## src/rtl/fp_prep_arbiter.sv

```systemverilog
// fp_prep_arbiter
//   Two requesters share one FP32 add/sub operand-preparation datapath.
//   Requests are granted round-robin, one operand pair at a time. For each
//   pair the block decodes both operands and orders them by magnitude. It
//   then builds the 24-bit mantissas and the clamped alignment shift,
//   classifies special values, and hands one prepared result downstream.
//
//   Build option: define FP_PREP_FTZ_EN to flush denormal inputs to signed
//   zero at decode. When the macro is undefined, denormals keep hidden bit 0.
//
// Ports
//   clk, rst_n           clock; asynchronous active-low reset
//   in_valid[1:0]        per-requester request
//   in_ready[1:0]        per-requester accept (combinational)
//   in_a0/in_b0          requester 0 operands
//   in_a1/in_b1          requester 1 operands
//   in_sub[1:0]          per-requester op (1 = a-b)
//   out_valid/out_ready  result handshake to the adder
//   out_id               requester that owns the result
//   out_sign_big/small   signs of the ordered operands (b sign inverted on sub)
//   out_exp_big          effective exponent of the larger operand
//   out_mant_big/small   {hidden,frac} of the ordered operands
//   out_diff             min(exp_big - exp_small, DIFF_MAX)
//   out_swap             1 when |b| > |a|
//   out_eff_sub          out_sign_big ^ out_sign_small
//   out_class            0 NORMAL, 1 QNAN, 2 INF, 3 INVALID, 4 ZERO
//   dbg_state            FSM state (0 IDLE, 1 DEC, 2 CMP, 3 OUT)
//
// Handshake: a transfer happens on a rising edge where valid and ready are
// both high. valid must not depend on ready. Once valid is raised, the
// source holds it and its payload stable until the transfer happens.
module fp_prep_arbiter #(
  parameter int DIFF_W   = 5,
  parameter int DIFF_MAX = 27
) (
  input  logic              clk,
  input  logic              rst_n,
  input  logic [1:0]        in_valid,
  output logic [1:0]        in_ready,
  input  logic [31:0]       in_a0,
  input  logic [31:0]       in_b0,
  input  logic [31:0]       in_a1,
  input  logic [31:0]       in_b1,
  input  logic [1:0]        in_sub,
  output logic              out_valid,
  input  logic              out_ready,
  output logic              out_id,
  output logic              out_sign_big,
  output logic              out_sign_small,
  output logic [7:0]        out_exp_big,
  output logic [23:0]       out_mant_big,
  output logic [23:0]       out_mant_small,
  output logic [DIFF_W-1:0] out_diff,
  output logic              out_swap,
  output logic              out_eff_sub,
  output logic [2:0]        out_class,
  output logic [1:0]        dbg_state
);

  typedef enum logic [1:0] {
    S_IDLE = 2'd0,
    S_DEC  = 2'd1,
    S_CMP  = 2'd2,
    S_OUT  = 2'd3
  } state_t;

  localparam logic [2:0] CLS_NORMAL  = 3'd0;
  localparam logic [2:0] CLS_QNAN    = 3'd1;
  localparam logic [2:0] CLS_INF     = 3'd2;
  localparam logic [2:0] CLS_INVALID = 3'd3;
  localparam logic [2:0] CLS_ZERO    = 3'd4;

  state_t state;
  logic   last_id;   // requester served most recently

  // Operands latched at accept
  logic [31:0] a_q, b_q;
  logic        sub_q, id_q;

  // Decoded operands, registered at DEC
  logic        d_sign_a, d_sign_b;
  logic [7:0]  d_exp_a, d_exp_b;     // effective exponents
  logic [23:0] d_mant_a, d_mant_b;
  logic [30:0] d_mag_a, d_mag_b;     // {exp,frac} magnitude keys
  logic        d_nan_a, d_nan_b, d_inf_a, d_inf_b, d_zero_a, d_zero_b;

  assign dbg_state = state;

  // ---------------- arbitration ----------------
  // When both requesters are valid, the one not served last wins.
  logic grant, accept;

  always_comb begin
    grant = in_valid[1];
    if (in_valid == 2'b11) grant = ~last_id;
    in_ready = 2'b00;
    if (state == S_IDLE) in_ready[grant] = 1'b1;
    accept = |(in_valid & in_ready);
  end

  // ---------------- decode ----------------
  logic [7:0]  exp_a_raw, exp_b_raw;
  logic [22:0] frac_a, frac_b;

  always_comb begin
    exp_a_raw = a_q[30:23];
    exp_b_raw = b_q[30:23];
`ifdef FP_PREP_FTZ_EN
    // A denormal has a zero exponent field, so clearing its fraction
    // turns it into a signed zero.
    frac_a = (exp_a_raw == 8'd0) ? 23'd0 : a_q[22:0];
    frac_b = (exp_b_raw == 8'd0) ? 23'd0 : b_q[22:0];
`else
    frac_a = a_q[22:0];
    frac_b = b_q[22:0];
`endif
  end

  // ---------------- compare / classify ----------------
  logic        c_swap, c_sign_big, c_sign_small, c_eff_sub;
  logic [7:0]  c_exp_big, c_exp_small;
  logic [23:0] c_mant_big, c_mant_small;
  logic [8:0]  c_exp_diff;
  logic [DIFF_W-1:0] c_diff;
  logic [2:0]  c_class;

  always_comb begin
    // Equal magnitudes keep the original order.
    c_swap       = (d_mag_b > d_mag_a);
    c_sign_big   = c_swap ? d_sign_b : d_sign_a;
    c_sign_small = c_swap ? d_sign_a : d_sign_b;
    c_exp_big    = c_swap ? d_exp_b  : d_exp_a;
    c_exp_small  = c_swap ? d_exp_a  : d_exp_b;
    c_mant_big   = c_swap ? d_mant_b : d_mant_a;
    c_mant_small = c_swap ? d_mant_a : d_mant_b;
    c_eff_sub    = c_sign_big ^ c_sign_small;
    // The larger magnitude never has the smaller effective exponent.
    // A 9-bit difference therefore cannot wrap.
    c_exp_diff   = {1'b0, c_exp_big} - {1'b0, c_exp_small};
    if (c_exp_diff > 9'(DIFF_MAX)) c_diff = DIFF_W'(DIFF_MAX);
    else                           c_diff = c_exp_diff[DIFF_W-1:0];

    if (d_nan_a || d_nan_b)                     c_class = CLS_QNAN;
    else if (d_inf_a && d_inf_b && c_eff_sub)   c_class = CLS_INVALID;
    else if (d_inf_a || d_inf_b)                c_class = CLS_INF;
    else if (d_zero_a && d_zero_b)              c_class = CLS_ZERO;
    else                                        c_class = CLS_NORMAL;
  end

  // ---------------- FSM and registers ----------------
  always_ff @(posedge clk or negedge rst_n) begin
    if (!rst_n) begin
      state          <= S_IDLE;
      last_id        <= 1'b1;     // first contested grant goes to requester 0
      a_q            <= '0;
      b_q            <= '0;
      sub_q          <= 1'b0;
      id_q           <= 1'b0;
      d_sign_a       <= 1'b0;
      d_sign_b       <= 1'b0;
      d_exp_a        <= '0;
      d_exp_b        <= '0;
      d_mant_a       <= '0;
      d_mant_b       <= '0;
      d_mag_a        <= '0;
      d_mag_b        <= '0;
      d_nan_a        <= 1'b0;
      d_nan_b        <= 1'b0;
      d_inf_a        <= 1'b0;
      d_inf_b        <= 1'b0;
      d_zero_a       <= 1'b0;
      d_zero_b       <= 1'b0;
      out_valid      <= 1'b0;
      out_id         <= 1'b0;
      out_sign_big   <= 1'b0;
      out_sign_small <= 1'b0;
      out_exp_big    <= '0;
      out_mant_big   <= '0;
      out_mant_small <= '0;
      out_diff       <= '0;
      out_swap       <= 1'b0;
      out_eff_sub    <= 1'b0;
      out_class      <= '0;
    end else begin
      case (state)
        S_IDLE: begin
          if (accept) begin
            a_q   <= grant ? in_a1 : in_a0;
            b_q   <= grant ? in_b1 : in_b0;
            sub_q <= in_sub[grant];
            id_q  <= grant;
            state <= S_DEC;
          end
        end
        S_DEC: begin
          d_sign_a <= a_q[31];
          d_sign_b <= b_q[31] ^ sub_q;
          d_exp_a  <= (exp_a_raw == 8'd0) ? 8'd1 : exp_a_raw;
          d_exp_b  <= (exp_b_raw == 8'd0) ? 8'd1 : exp_b_raw;
          d_mant_a <= {(exp_a_raw != 8'd0), frac_a};
          d_mant_b <= {(exp_b_raw != 8'd0), frac_b};
          d_mag_a  <= {exp_a_raw, frac_a};
          d_mag_b  <= {exp_b_raw, frac_b};
          d_nan_a  <= (exp_a_raw == 8'hFF) && (frac_a != 23'd0);
          d_nan_b  <= (exp_b_raw == 8'hFF) && (frac_b != 23'd0);
          d_inf_a  <= (exp_a_raw == 8'hFF) && (frac_a == 23'd0);
          d_inf_b  <= (exp_b_raw == 8'hFF) && (frac_b == 23'd0);
          d_zero_a <= (exp_a_raw == 8'd0)  && (frac_a == 23'd0);
          d_zero_b <= (exp_b_raw == 8'd0)  && (frac_b == 23'd0);
          state    <= S_CMP;
        end
        S_CMP: begin
          out_valid      <= 1'b1;
          out_id         <= id_q;
          out_sign_big   <= c_sign_big;
          out_sign_small <= c_sign_small;
          out_exp_big    <= c_exp_big;
          out_mant_big   <= c_mant_big;
          out_mant_small <= c_mant_small;
          out_diff       <= c_diff;
          out_swap       <= c_swap;
          out_eff_sub    <= c_eff_sub;
          out_class      <= c_class;
          state          <= S_OUT;
        end
        S_OUT: begin
          // All out_* fields stay frozen until the adder takes the result.
          if (out_ready) begin
            out_valid <= 1'b0;
            last_id   <= out_id;
            state     <= S_IDLE;
          end
        end
        default: state <= S_IDLE;
      endcase
    end
  end

endmodule

```

## config.mk

```make
export PLATFORM = sky130hd
export DESIGN_NAME = fp_prep_arbiter
export DESIGN_NICKNAME = d
export VERILOG_FILES = /design/src/rtl/fp_prep_arbiter.sv
export SDC_FILE = /design/constraint.sdc
export NUM_CORES = 1
export LEC_CHECK = 0
export BUFFER_PORTS_ARGS = -buffer_cell sky130_fd_sc_hd__buf_2
export CAP_MARGIN = 0
export CORE_MARGIN = 3
export CORE_UTILIZATION = 56
export CTS_CLUSTER_DIAMETER = 80
export DETAILED_ROUTE_END_ITERATION = 7
export PLACE_DENSITY = 0.85
export SYNTH_ARGS = -nofsm -noshare
export SYNTH_HDL_FRONTEND = slang
export SYNTH_SLANG_ARGS = --single-unit
```

## constraint.sdc

```tcl
create_clock -name clk -period 5.2 [get_ports clk]
set_clock_uncertainty 0.2 [all_clocks]
set_input_delay 0.52 -clock clk [delete_from_list [all_inputs] [get_ports clk]]
set_output_delay 0.52 -clock clk [all_outputs]
set_load 0.03 [all_outputs]
```

==> impl_metrics.ini, run 1 <==
[setup_path]
worstPathArrival_ns = 4.48
required_ns = 5.38
critPathKind = reg -> reg
reg2reg_to = out_diff[1]
rr_startpoint = d_mant_a[21]
cp_cell_sequence = inv_1, ha_1, nand4_1, nor3_1, a221oi_1, a21oi_2, a31oi_4, mux2i_1, ha_1, nor2_1, maj3_2, a21oi_2, maj3_1, a21oi_1, o32a_1, nor3_4, a31oi_1
crit_buf_inv = 1
cp_max_fo = 5
worst_r2r_path_depth = 17
start_kind = flip-flop
cp-end-kind = flip-flop
cpPeakStageDelay_ns = 0.54
crit_slowest_cell = a221oi_1
r2r_slack_ns = 0.90
path_depth = 17
critPathTopFamily = compound AO/OA/AOI/OAI gates

[grt]
grt_pass1_wl_um = 46300
overflow = 0
grtUsageTotal = 0.264
grt_pass1_vias = 8889
grt_max_degree = 132
antenna_found_initial = 0

[logic_synthesis]
ys_async_sr_fraction = 1.00
syn_inst = 1153
synth_area_um2 = 11100
synth_area_leaders = dfrtp_1 (51%), mux2i_1 (9.0%), o21ai_0 (5.8%), a21oi_1 (5.1%), nand2_1 (4.3%)
synth_area_per_cell_um2 = 9.67
synth_top_area_share = 0.507
synth-seq-cells = 227
synthTopCellsByCount = dfrtp_1 (226), o21ai_0 (130), nand2_1 (128)
yosys.area.top_type = dfrtp_1
yosysMostFrequentCell = dfrtp_1
synth_edf_count = 0
ys_types = 61
synth_flop_cell = dfrtp_1
synth-seq-area-share = 0.510
syn_nets = 1325
yosysWarnings = 0

[timing]
tns_ns = 0
whs_ns = 0.0308
fin_crit_ns = 4.30
relSlewSlack = 0.232
setup_violations = 0
finalHoldViolCount = 0
tightest_slew_ns = 1.15
rsz0062_at_grt = no
fmax_ghz = 0.232
fin_crit_sh = 0.827
slew_violations = 0

[clock_tree]
cts_tree = yes
cts_sinks = 227
clkTransAtPathRegs_ns = 0.06
clk_path_buf_depth = 3
htreeDepth = 1
cts_buffers = 25
ctsRootBufferMaster = clkbuf_16
clk_latency_ns = 0.52
cts_resized = 0

[finish]
area.growth.synth_to_final_pct = 18.3
layout.nets = 1510
stdcell_area_um2 = 13200
layout-drive-gt1-share = 0.219
final_util = 0.689
antenna_cells = 0

[hold_path]
min_path_type = in -> reg
hold_path_end = out_valid
min_from = out_ready
whs_path_depth = 2

[floorplan]
design.core.area_um2 = 19100
num_io_pins = 209
fp.dieH_um = 147
fp.dieArea_um2 = 21600
rows = 50
initial_utilization = 0.582
die-width_um = 147

[placement]
portBuffers = 208
place.gp.congestion = 0.927
dp_hpwl_um = 20700
post_dp_cell_area_um2 = 12400

[route]
met2_length_um = 13500
drt_iter0_markers = 711
routed_wl_um = 29000
wl_met3_um = 2420
wl_met1_um = 12500
vias_per_cell = 5.71
dr_total_vias = 9227
post_drt_wl_per_cell_um = 17.9
top_layer = met4
drtAntennaViolNets = 0
drc = 0
first_pass_iters = 5

[run_status]
status = complete, no violations

[run]
maxCapViolations = 0

[power]
leakage_nw = 6.30
p_per_area_nw_per_um2 = 761
peakVddDrop_mv = 0.571
## cell families after synthesis
logic type               count (synthesis)  synth area share
AO/OA/AOI/OAI                          290             0.144
XOR/XNOR                                 9           0.00707
adder cells (fa/ha/maj)                 43            0.0470
buffers and inverters                  128            0.0451
flip-flops                             227             0.510
multiplexers                           126             0.116
AND/OR/NAND/NOR                        330             0.131
## final cells by class
cell class	count	area (um2)
inverter	68	255
clock inverter	10	72.6
multi-input combinational	798	5010
timing repair buffer	218	1130
sequential	227	5680
tap	260	325
fill	1446	5960
clock buffer	35	713
## registers in the layout, summed over array words and instances (netlist names), 2 cells and up
signal	count
out_mant_big	24
d_mag_a	8
b_q	32
out_diff	5
out_exp_big	8
d_exp_b	8
d_exp_a	8
out_class	3
d_mant_b	24
a_q	32
dbg_state	2
out_mant_small	24
d_mag_b	8
d_mant_a	24
## where the power goes
| group | total (mW) | leakage, nW | internal [mW] | switching, mW |
|---|---|---|---|---|
| sequential | 3.30 | 2.76 | 2.61 | 0.690 |
| combinational | 5.05 | 3.15 | 1.79 | 3.26 |
| clock | 1.68 | 0.385 | 0.965 | 0.714 |
| total | 10.0 | 6.30 | 5.36 | 4.67 |
## placed cells by master, fill, tap and decap left out, drive strengths merged, types with 3 or more instances in the layout
cell type	netlist	final
nand2	128	128
and2	5	5
buf	17	217
nand4	14	14
nor4	18	18
nor2b	9	9
mux2	26	26
clkinv	0	5
nor2	125	125
nor3	7	7
a31oi	7	7
ha	37	37
a21oi	115	115
o21ai	132	132
dfrtp	226	226
nand2b	6	6
maj3	6	6
clkbuf	43	35
o32ai	5	5
nand3	11	11
inv	68	71
o22ai	3	3
xor2	5	5
a21boi	3	3
o211ai	4	4
mux2i	100	100
xnor2	4	4
## worst max path at each step
stage	from	endpoint	slack, ns
2_1_floorplan	d_mag_b[26]	out_diff[1]	0.93
3_3_place_gp	d_mant_b[13]	out_diff[1]	1.15
3_5_place_dp	d_mant_b[13]	out_diff[1]	0.95
4_1_cts	d_mag_b[26]	out_diff[1]	0.93
5_1_grt	d_mant_a[22]	out_diff[1]	0.67
6_report	d_mant_a[21]	out_diff[1]	0.90
## what timing repair did
item                      in CTS  in global routing
setup buffers                  0                  0
hold endpoints to repair     104                  0
hold buffers                   1                  0
## layer usage
metal,GRT usage,vias to the layer above
met5,0,-
met4,0.0629,0
met3,0.0527,52
met2,0.422,425
met1,0.378,4375
li1,-,4375
## metrics by stage
stage,power (mW),setup slack (ns),cells
2_1_floorplan,6.87,0.930,1153
3_3_place_gp,8.06,1.15,1570
3_5_place_dp,8.24,0.946,1570
4_1_cts,9.99,0.929,1616
5_1_grt,10.7,0.674,1616
6_report,10.0,0.897,1616
(Power assumes the default switching activity.)
==> run 2: changes to the inputs <==
CORE_UTILIZATION = 51   (was 56)
PLACE_DENSITY = 0.82   (was 0.85)
clock period = 3.67 ns   (was 5.2 ns; I/O delays follow)
==> run 2 against run 1 <==
  * The flow now finishes with violations (setup timing)
  * Count of clock-buffer cells in the layout grew 1
  * Sequential power grew 43%
  * Die area grew 9.4%
  * Critical path type unchanged
==> impl_metrics.ini, run 2 (synthesis gave the netlist of run 1 again) <==
[run_status]
status = finished with violations
violations = setup timing

[timing]
rsz0062_at_grt = yes
finalHoldViolCount = 0
relSlewSlack = 0.437
fin_crit_sh = 1.08
tns_ns = -1.38
whs_ns = 0.000596
fin_ws_ns = -0.284
fmax_ghz = 0.253
fin_crit_ns = 3.95
setup_violations = 5
slew_violations = 0
tightest_slew_ns = 0.844

[route]
post_drt_wl_per_cell_um = 19.7
drc = 0
vias_per_cell = 5.75
drt_iter0_markers = 1111
dr_total_vias = 10535
first_pass_iters = 6
drtAntennaViolNets = 0
routed_wl_um = 36100

[placement]
dp.cells = 1639
dp_hpwl_um = 22000
post_dp_cell_area_um2 = 12900
portBuffers = 208
place.gp.congestion = 0.914
place_ws_ns = -0.294

[floorplan]
num_io_pins = 209
fp.dieH_um = 154
die-width_um = 154
design.core.area_um2 = 21200
fp.dieArea_um2 = 23700
initial_utilization = 0.525
rows = 53

[power]
p_per_area_nw_per_um2 = 1040
leakage_nw = 7.26
peakVddDrop_mv = 0.908

[setup_path]
path_depth = 17
worstPathArrival_ns = 4.14
required_ns = 3.86
critPathKind = reg -> reg
crit_slowest_cell = dfrtp_1
worst_r2r_path_depth = 17
r2r_slack_ns = -0.28
cp_cell_sequence = inv_2, ha_4, nand4_1, nor4_4, and2_4, a21oi_4, a31oi_4, mux2i_1, ha_2, nor2_2, maj3_2, a21oi_2, maj3_2, a21oi_2, o32a_1, nor3_4, a31oi_1
critPathTopFamily = adder cells
start_kind = flip-flop
crit_path_end = out_diff[0]
cp-end-kind = flip-flop
rr_startpoint = d_mant_a[22]
cp_max_fo = 5
worstSetupStartpoint = d_mant_a[22]
reg2reg_to = out_diff[0]
crit_buf_inv = 1
cpPeakStageDelay_ns = 0.42

[finish]
mostFrequentLayoutCells = dfrtp_1 (226), buf_2 (207), nand2_1 (128)
fin_cells = 1831
area.growth.synth_to_final_pct = 38.5
layout.nets = 1707
final_common_cell = dfrtp_1
layout-drive-gt1-share = 0.262
biggestRegsByFlops = a_q (32), b_q (32)
stdcell_area_um2 = 15400

[grt]
grtUsageTotal = 0.288
overflow = 0
grt_pass1_vias = 10521
grt_max_degree = 114
grt_pass1_wl_um = 55200
antenna_found_initial = 2

[run]
maxCapViolations = 0

[clock_tree]
clkTransAtPathRegs_ns = 0.06
clk_latency_ns = 0.53
cts_buffers = 25
htreeDepth = 1
cts_tree = yes
cts_sinks = 227
clk_path_buf_depth = 3
ctsRootBufferMaster = clkbuf_16

[hold_path]
min_path_type = in -> reg
==> run 2: area by class of cell <==
type,instances,area (um2)
timing repair buffer,415,2980
clock buffer,36,737
fill,1397,5780
multi-input combinational,798,5270
inverter,68,255
clock inverter,10,168
sequential,227,5680
tap,275,344
antenna,2,5.00
==> run 2: worst min path at each step <==
stage	startpoint	endpoint	slack, ns	cells after the start
after floorplan	rst_n	a_q[0]	-0.13	0
after global placement	id_q	id_q	0.25	1
after detailed placement	id_q	id_q	0.26	1
after CTS	in_b0[11]	b_q[11]	0.002	3
after global routing	in_b1[11]	b_q[11]	0.02	3
final	in_b0[11]	b_q[11]	0.0006	3
==> run 2: metal layers <==
layer | part of all wire | routed length, um | track usage
met5 | 0 | 0 | 0
met4 | 0.040 | 1430 | 0.112
met3 | 0.084 | 3010 | 0.0450
met2 | 0.48 | 17400 | 0.472
met1 | 0.39 | 14200 | 0.389
==> run 2: stage by stage <==
| step | util | power (mW) |
|---|---|---|
| global placement | 0.609 | 12.0 |
| detailed placement | 0.609 | 12.3 |
| CTS | 0.719 | 15.5 |
| finish | 0.727 | 16.1 |
| floorplan | - | 9.86 |
| global route | 0.727 | 17.0 |
==> run 2: power by group <==
| part | leakage, nW | internal, mW | switching, mW |
|---|---|---|---|
| logic | 4.06 | 3.39 | 5.27 |
| registers | 2.76 | 3.70 | 1.02 |
| clock network | 0.443 | 1.68 | 1.05 |
==> run 2: tightest hold or removal path, cell delays in order <==
cell     delay (ns)
buf_2          0.07
mux2i_1        0.06
o21ai_0        0.18
==> run 2: repair_timing <==
action	4_1_cts	5_1_grt
hold endpoints to repair	175	0
buffers inserted	11	6
setup endpoints to repair	20	53
resized for setup	14	22
pin swaps	10	6
hold buffers	127	0
==> run 3: changes to the inputs <==
CORE_UTILIZATION = 52   (was 51)
CTS_BUF_LIST = sky130_fd_sc_hd__clkbuf_4 sky130_fd_sc_hd__clkbuf_8   (was not set)
PLACE_DENSITY = 0.83   (was 0.82)
==> run 3 against run 2 <==
  * The run still ends with setup timing left
  * Final area fell by 1.0%
  * Sequential share of layout area rose by 0.38 points
  * Largest cell class unchanged
  * Largest power group unchanged
  * Register-to-register slack improved by 0.04 ns
  * Combinational power fell by 0.9%
  * Global-route usage rose by 0.62 points
==> impl_metrics.ini, run 3 (synthesis gave the netlist of run 1 again) <==
[route]
first_pass_iters = 6
post_drt_wl_per_cell_um = 19.2
routed_wl_um = 35300
vias_per_cell = 5.70
drt_iter0_markers = 1115
drc = 0
dr_total_vias = 10483
drtAntennaViolNets = 0

[hold_path]
min_from = in_b1[15]
min_path_type = in -> reg

[run_status]
violations = setup timing
status = finished with violations

[clock_tree]
ctsRootBufferMaster = clkbuf_8
clk_latency_ns = 0.54
cts_buffers = 37
cts_tree = yes
htreeDepth = 2
clk_path_buf_depth = 3
cts_sinks = 227
clkTransAtPathRegs_ns = 0.07

[floorplan]
rows = 52
fp.dieH_um = 152
design.core.area_um2 = 20600
fp.dieArea_um2 = 23200
num_io_pins = 209
initial_utilization = 0.540
die-width_um = 152

[power]
p_per_area_nw_per_um2 = 1020
peakVddDrop_mv = 0.743
p_clk_frac = 0.146
p_int_mw = 8.36
p_comb_frac = 0.552
swShare = 0.462
power_switching_mw = 7.18
leakage_nw = 7.22
seqPwrFrac = 0.302

[setup_path]
cpPeakStageDelay_ns = 0.37
crit_slowest_cell = dfrtp_1
rr_startpoint = d_mant_a[4]
start_kind = flip-flop
worstSetupStartpoint = d_mant_a[4]
critPathKind = reg -> reg
required_ns = 3.92
worstPathArrival_ns = 4.17
cp_cell_sequence = inv_1, ha_4, nand4_1, nor4_4, and2_4, a21oi_4, a31oi_4, mux2i_1, ha_2, nor2_2, maj3_2, a21oi_4, maj3_2, a21oi_2, o32a_1, nor3_4, a22o_1
cp-end-kind = flip-flop
cp_max_fo = 5

[timing]
fin_crit_ns = 3.92
fmax_ghz = 0.255
finalHoldViolCount = 0
tightest_slew_ns = 0.799
relSlewSlack = 0.467
fin_ws_ns = -0.247
whs_ns = 0.0198
setup_violations = 21
rsz0062_at_grt = yes
fin_crit_sh = 1.07
slew_violations = 0

[placement]
place_ws_ns = -0.297
portBuffers = 208
dp_hpwl_um = 22300
dp.cells = 1639
place.gp.congestion = 0.917

[finish]
layout.nets = 1719
antenna_cells = 0
layout-drive-gt1-share = 0.267
mostFrequentLayoutCells = dfrtp_1 (226), buf_2 (207), o21ai_0 (129)
fin_cells = 1840
final_common_cell = dfrtp_1
area.growth.synth_to_final_pct = 37.1
biggestRegsByFlops = a_q (32), b_q (32)

[grt]
grt_pass1_vias = 10694
overflow = 0
grt_max_degree = 132
grt_pass1_wl_um = 55800
antenna_found_initial = 2
grtUsageTotal = 0.294

[run]
maxCapViolations = 0
-- run 3: power by group through the flow --
stage	clock network, mW	logic (mW)	registers (mW)
after floorplan	0	4.71	5.15
after global placement	0	7.49	4.56
after detailed placement	0	7.72	4.63
after CTS	2.28	8.10	4.61
after global routing	2.40	9.29	4.81
final	2.27	8.58	4.69
-- run 3: area by class of cell --
type / instances / area (um2)
Clock buffer: 58 / 729
Clock inverter: 4 / 37.5
Fill cell: 1361 / 5350
Inverter: 68 / 255
Multi-Input combinational cell: 798 / 5260
Sequential cell: 227 / 5680
Tap cell: 270 / 338
Timing Repair Buffer: 415 / 2980
-- run 3: through the flow --
step | power (mW) | instance area (um2) | setup TNS, ns | utilization
floorplan | 9.86 | 11200 | -1.74 | -
global route | 16.5 | 15300 | -10.39 | 0.741
finish | 15.5 | 15300 | -2.16 | 0.741
detailed placement | 12.4 | 13000 | -1.63 | 0.628
CTS | 15.0 | 15100 | -1.35 | 0.732
global placement | 12.0 | 13000 | -0.728 | 0.628
-- run 3: worst paths after layout --
| kind | cells past startpoint | slack (ns) | end |
|---|---|---|---|
| worst max-delay path | 17 | -0.25 | out_diff[2] |
| worst min-delay path | 3 | 0.02 | b_q[15] |
| worst max register to register | 17 | -0.25 | out_diff[2] |
| worst min register to register | 1 | 0.30 | out_class[2] |
| max in group asynchronous | 3 | 2.11 | b_q[2] |
| min in group asynchronous | 2 | 0.23 | b_q[28] |
-- run 3: timing repair --
action	4_1_cts	5_1_grt
gates cloned	0	0
hold buffers	128	0
hold endpoints to repair	163	0
setup buffers	6	5
pin swaps	14	18
setup endpoints to repair	14	45
gates resized for setup	8	18
-- run 3: per-layer routing --
layer  global-route usage  vias to the layer above  share of wire
met1                0.381                     5060           0.41
met5                    0                        -        0.00045
met2                0.492                      523           0.48
li1                     -                     4806              -
met4                0.121                        2          0.037
met3               0.0537                       92          0.072
-- run 3: critical path: cells and delay by family, from the launching register on --
kind	cells	cell delay [ns]
fa+ha+maj	4	1.00
flops	1	0.37
simple gates	5	0.99
mux	1	0.22
compound gates	6	0.95
buf+inv	1	0.09
